===== config.mk =====
export PLATFORM = sky130hd
export DESIGN_NAME = axis_pkt_gen
export DESIGN_NICKNAME = d
export VERILOG_FILES = /design/src/rtl/axis_pkt_gen_pkg.sv /design/src/rtl/axis_gap_timer.sv /design/src/rtl/axis_pkt_gen.sv
export SDC_FILE = /design/constraint.sdc
export NUM_CORES = 1
export LEC_CHECK = 0
export ABC_AREA = 1
export CORE_ASPECT_RATIO = 2
export CORE_MARGIN = 10
export CORE_UTILIZATION = 30
export CTS_BUF_LIST = sky130_fd_sc_hd__clkbuf_16
export DETAILED_ROUTE_END_ITERATION = 16
export SYNTH_ARGS = -nofsm -noshare
export SYNTH_HDL_FRONTEND = slang
export SYNTH_SLANG_ARGS = --single-unit
export TNS_END_PERCENT = 50

===== constraint.sdc =====
create_clock -name clk -period 4.72 [get_ports clk]
set_input_delay 0.944 -clock clk [delete_from_list [all_inputs] [get_ports clk]]
set_output_delay 0.944 -clock clk [all_outputs]
set_load 0.1 [all_outputs]

===== src/rtl/axis_pkt_gen_pkg.sv =====
// Shared definitions for the counting-pattern AXI-Stream packet generator
// and neighbouring 8-bit stream stages.
package axis_pkt_gen_pkg;

  localparam int unsigned DATA_W_DEF = 8;
  localparam int unsigned LEN_W_DEF  = 8;
  localparam int unsigned CNT_W_DEF  = 8;

  typedef enum logic [1:0] {
    ST_IDLE = 2'd0,
    ST_SEND = 2'd1,
    ST_GAP  = 2'd2,
    ST_FIN  = 2'd3
  } pkt_state_t;

  typedef struct packed {
    logic [DATA_W_DEF-1:0] data;
    logic                  last;
  } axis_beat_t;

endpackage


===== src/rtl/axis_gap_timer.sv =====
// Loadable down-counter; expired is high on the final cycle of the loaded
// interval (count of 1) and whenever the counter is idle at 0.
module axis_gap_timer #(
  parameter int unsigned WIDTH = 2
) (
  input  logic             clk,
  input  logic             rst,
  input  logic             load,
  input  logic [WIDTH-1:0] load_val,
  output logic             expired
);

  logic [WIDTH-1:0] cnt;

  // Load has priority; otherwise count down to zero and stop.
  always_ff @(posedge clk) begin
    if (rst) begin
      cnt <= '0;
    end else if (load) begin
      cnt <= load_val;
    end else if (cnt != '0) begin
      cnt <= cnt - WIDTH'(1);
    end
  end

  assign expired = (cnt <= WIDTH'(1));

endmodule


===== src/rtl/axis_pkt_gen.sv =====
// Burst packet source: counting-byte payload, programmable packet length,
// fixed inter-packet gap, AXI-Stream master with backpressure.
module axis_pkt_gen
  import axis_pkt_gen_pkg::*;
#(
  parameter int unsigned DATA_W     = DATA_W_DEF,
  parameter int unsigned LEN_W      = LEN_W_DEF,
  parameter int unsigned CNT_W      = CNT_W_DEF,
  parameter int unsigned GAP_CYCLES = 2
) (
  input  logic              clk,
  input  logic              rst,
  input  logic              start,
  input  logic [LEN_W-1:0]  pkt_len,
  input  logic [CNT_W-1:0]  num_pkts,
  input  logic [DATA_W-1:0] seed,
  output logic              busy,
  output logic              done,
  output logic [DATA_W-1:0] m_data,
  output logic              m_valid,
  input  logic              m_ready,
  output logic              m_last
);

  localparam int unsigned GAP_W = (GAP_CYCLES < 2) ? 1 : $clog2(GAP_CYCLES + 1);

  pkt_state_t        state, state_n;
  logic [LEN_W-1:0]  len_q, len_n;
  logic [LEN_W-1:0]  beat_rem, beat_rem_n;
  logic [CNT_W-1:0]  pkt_rem, pkt_rem_n;
  logic [DATA_W-1:0] data_n;
  logic              valid_n, last_n, busy_n, done_n;
  logic              gap_load, gap_expired;

  axis_gap_timer #(
    .WIDTH (GAP_W)
  ) u_gap_timer (
    .clk      (clk),
    .rst      (rst),
    .load     (gap_load),
    .load_val (GAP_W'(GAP_CYCLES)),
    .expired  (gap_expired)
  );

  // State and every output are registered; next values come from the block below.
  always_ff @(posedge clk) begin
    if (rst) begin
      state    <= ST_IDLE;
      len_q    <= '0;
      beat_rem <= '0;
      pkt_rem  <= '0;
      m_data   <= '0;
      m_valid  <= 1'b0;
      m_last   <= 1'b0;
      busy     <= 1'b0;
      done     <= 1'b0;
    end else begin
      state    <= state_n;
      len_q    <= len_n;
      beat_rem <= beat_rem_n;
      pkt_rem  <= pkt_rem_n;
      m_data   <= data_n;
      m_valid  <= valid_n;
      m_last   <= last_n;
      busy     <= busy_n;
      done     <= done_n;
    end
  end

  // Next-state and next-output logic; counters count remaining beats/packets
  // so that maximum lengths never need a value beyond the port width.
  always_comb begin
    state_n    = state;
    len_n      = len_q;
    beat_rem_n = beat_rem;
    pkt_rem_n  = pkt_rem;
    data_n     = m_data;
    valid_n    = m_valid;
    last_n     = m_last;
    busy_n     = busy;
    done_n     = 1'b0;
    gap_load   = 1'b0;

    unique case (state)
      ST_IDLE: begin
        valid_n = 1'b0;
        last_n  = 1'b0;
        busy_n  = 1'b0;
        if (start) begin
          if (pkt_len != '0 && num_pkts != '0) begin
            state_n    = ST_SEND;
            len_n      = pkt_len;
            beat_rem_n = pkt_len;
            pkt_rem_n  = num_pkts;
            data_n     = seed;
            valid_n    = 1'b1;
            last_n     = (pkt_len == LEN_W'(1));
            busy_n     = 1'b1;
          end else begin
            done_n = 1'b1;
          end
        end
      end

      ST_SEND: begin
        if (m_valid && m_ready) begin
          data_n = m_data + DATA_W'(1);
          if (m_last) begin
            if (pkt_rem == CNT_W'(1)) begin
              state_n = ST_FIN;
              valid_n = 1'b0;
              last_n  = 1'b0;
              busy_n  = 1'b0;
              done_n  = 1'b1;
            end else begin
              pkt_rem_n  = pkt_rem - CNT_W'(1);
              beat_rem_n = len_q;
              if (GAP_CYCLES > 0) begin
                state_n  = ST_GAP;
                valid_n  = 1'b0;
                last_n   = 1'b0;
                gap_load = 1'b1;
              end else begin
                valid_n = 1'b1;
                last_n  = (len_q == LEN_W'(1));
              end
            end
          end else begin
            beat_rem_n = beat_rem - LEN_W'(1);
            last_n     = (beat_rem == LEN_W'(2));
          end
        end
      end

      ST_GAP: begin
        if (gap_expired) begin
          state_n = ST_SEND;
          valid_n = 1'b1;
          last_n  = (len_q == LEN_W'(1));
        end
      end

      ST_FIN: begin
        state_n = ST_IDLE;
      end

      default: begin
        state_n = ST_IDLE;
      end
    endcase
  end

endmodule


==> summary.txt <==
outcome -> finished, final reports clean
worst skew pair latency -> 0.28 ns
unrepaired setup endpoints after global routing -> false
initial antenna violation count -> 0
Setup TNS -> 0 ns
Syn-to-layout area delta -> 23.8%
post-cts resize count -> 0
sequential fraction of the synthesis area -> 0.303
Syn. warnings -> 0
die area -> 13200 um^2
EDFF count, synth -> 0
# Post-CTS Setup Buffers -> 0
reg-to-reg startpoint -> state[1]$_SDFFE_PP0P_
clock tree buffer depth -> 2
Crit path max-delay family -> buffers and inverters
Port Buffers -> 39
Crit. End Element -> output pin
clock slew at reported path FFs -> 0.06 ns
layout cell share with drive strength beyond 1 -> 0.0446
Slew Viols, Final -> 0
# hold bufs at CTS -> 0
post-route minimum period -> 2.87 ns
vias post-DR -> 2796
top post-synthesis cells by area -> dfxtp_1 (30%), nand2_1 (17%), inv_1 (9.0%)
Post-Syn Area -> 2640 um^2
final worst path period share -> 0.608
Routed Antenna Nets -> 0
Synth cell types -> 30
Main synth FF type -> dfxtp_1
Initial Utilization -> 0.307
hold-critical path depth -> 2
htree depth -> 2
Final Core Density -> 0.380
cell taking the most area after synthesis -> dfxtp_1
leakage power total -> 1.55 nW
first-pass GRT wire length -> 13.0 mm
WL/cell -> 13.8 um
Post-Syn Instances -> 434
# setup viols final -> 0
Max Cap Viol -> 0
CTS tree -> done
Post-Route WL -> 7.90 mm
Hold Startpoint -> u_gap_timer.cnt[0]$_SDFFE_PP0P_
CP Cell Sequence -> clkdlybuf4s50_1
r2r setup slk -> 1.98 ns
Critical-path top delay cell -> clkdlybuf4s50_1
total clock sinks -> 40
FF+latch count, synth -> 40
Startpoint Class -> flop
power density over cell area -> 768 nW/um^2
pin count of the biggest net entering global routing -> 29
Buf+Inv Stages, Crit Path -> 1
f_max -> 349 MHz
VDD IR max -> 0.244 mV
Worst-Margin Slew -> 0.978 ns
skew final -> 0.00597 ns
ANT cells -> 0
First-pass DRT Iterations -> 4
Die H -> 153 um
min-delay worst type -> flop to flop
chip width -> 86.3 um
drt initial violations -> 192
Post-route DRC -> 0
cell row count -> 48
CTS buffer count -> 5
Setup CP Type -> flop to output pin
I/O pins -> 40
Via-to-Cell Ratio -> 4.90
Post-Syn Nets -> 472
synthesized area per cell -> 6.08 um^2
depth of the worst register-to-register path -> 10
dpl hpwl -> 6.11 mm
Filler cells -> 934
Final Power -> 2.51 mW
crit-path max FO -> 7
most common cell in the netlist -> nand2_1
Worst EP arrival -> 1.93 ns
fin nets -> 508
Hold Violations, Final -> 0
root buf cell -> clkbuf_16
Yosys top cell area share -> 0.303
Reg-to-Reg End -> beat_rem[7]$_SDFFE_PP0P_
Hold Path End -> u_gap_timer.cnt[1]$_SDFFE_PP0P_
GRT Resource Usage Total -> 0.121
top post-synthesis cells by count -> nand2_1 (122), inv_1 (63), nor2_1 (63)
total grt overflow -> 0
slowest stage delay, CP -> 1.19 ns
CORE AREA -> 8590 um^2
vias in the first global route -> 2816
routability cong. -> 0.849
ys async rst share -> 0
Slew headroom -> 0.346
Crit path required time -> 3.78 ns
-- where the power goes --
| group | internal, mW | switching, mW | leakage [nW] | total (mW) |
|---|---|---|---|---|
| Clock | 0.247 | 0.138 | 0.0850 | 0.384 |
| Sequential | 0.460 | 0.111 | 0.330 | 0.572 |
| Combinational | 0.463 | 1.09 | 1.14 | 1.55 |
-- worst reg2reg max path: stages (launching register included) --
cell,delay [ns]
dfxtp_1,0.38
inv_1,0.10
ha_1,0.31
buf_4,0.28
nand2_1,0.20
clkinv_1,0.32
nand3_2,0.26
nand4_1,0.47
nand2_1,0.18
nand2_1,0.07
nor2_1,0.12
-- sequential cells by signal, summed over array words and instances, names as in the netlist --
name / cells
state: 2
m_valid: 1
len_q: 8
m_data: 8
pkt_rem: 8
busy: 1
u_gap_timer.cnt: 2
done: 1
m_last: 1
beat_rem: 8
-- cells by family after synthesis --
group,after synthesis,synth area share
adder cells (fa/ha/maj),10,0.0474
AND/OR/NAND/NOR,236,0.384
flip-flops,40,0.303
buffers and inverters,77,0.116
XOR/XNOR,3,0.00996
AO/OA/AOI/OAI,68,0.139
-- cells in the final DEF (no fill, tap or decap), types with 2 or more instances in the layout --
cell type	instances
nand3_1	27
nand2_1	122
a21oi_1	28
nor3_1	2
a31oi_1	2
inv_1	64
nor2_1	63
clkinv_1	2
xor2_1	3
dfxtp_1	40
nand3_2	2
clkbuf_16	5
clkdlybuf4s50_1	39
o21ai_0	31
ha_1	10
nand2_2	2
nor2_2	2
nand4_1	11
o22ai_1	3
-- worst max path at each step --
| stage | startpoint | end | slack (ns) | cells past startpoint |
|---|---|---|---|---|
| after detailed placement | pkt_len[6] | m_data[0]$_SDFFE_PP0P_ | 1.64 | 10 |
| after global placement | pkt_len[6] | m_data[0]$_SDFFE_PP0P_ | 1.68 | 10 |
| after CTS | m_data[3]$_SDFFE_PP0P_ | m_data[3] | 1.83 | 1 |
| after global routing | state[1]$_SDFFE_PP0P_ | beat_rem[7]$_SDFFE_PP0P_ | 1.69 | 10 |
| final | m_data[3]$_SDFFE_PP0P_ | m_data[3] | 1.85 | 1 |
| after floorplan | m_data[0]$_SDFFE_PP0P_ | m_data[6]$_SDFFE_PP0P_ | 2.61 | 10 |
-- per-stage QoR --
step                cells  setup WS, ns  hold WS (ns)  area, um^2
floorplan             434          2.61         0.440        2640
global placement      563          1.68         0.453        3100
detailed placement    563          1.64         0.465        3100
CTS                   571          1.83         0.473        3270
global route          571          1.69         0.489        3270
finish                571          1.85         0.469        3270
-- routing by layer --
layer | GRT usage | routed length (um) | up-vias
li1 | - | - | 1439
met2 | 0.233 | 4400 | 63
met1 | 0.112 | 2840 | 1279
met3 | 0.0193 | 330 | 15
met5 | 0 | 0 | -
met4 | 0.0714 | 331 | 0
-- cell type report --
class / count / area (um^2) / share of cell area
multi-input cells: 317 / 1530 / 0.469
flip-flops and latches: 40 / 801 / 0.245
repair buffers: 40 / 398 / 0.122
inverters: 66 / 248 / 0.0758
clock buffers: 5 / 125 / 0.0383
well taps: 100 / 125 / 0.0383
clock inverters: 3 / 38.8 / 0.0119
No activity file was read; power rests on OpenSTA's default activity.
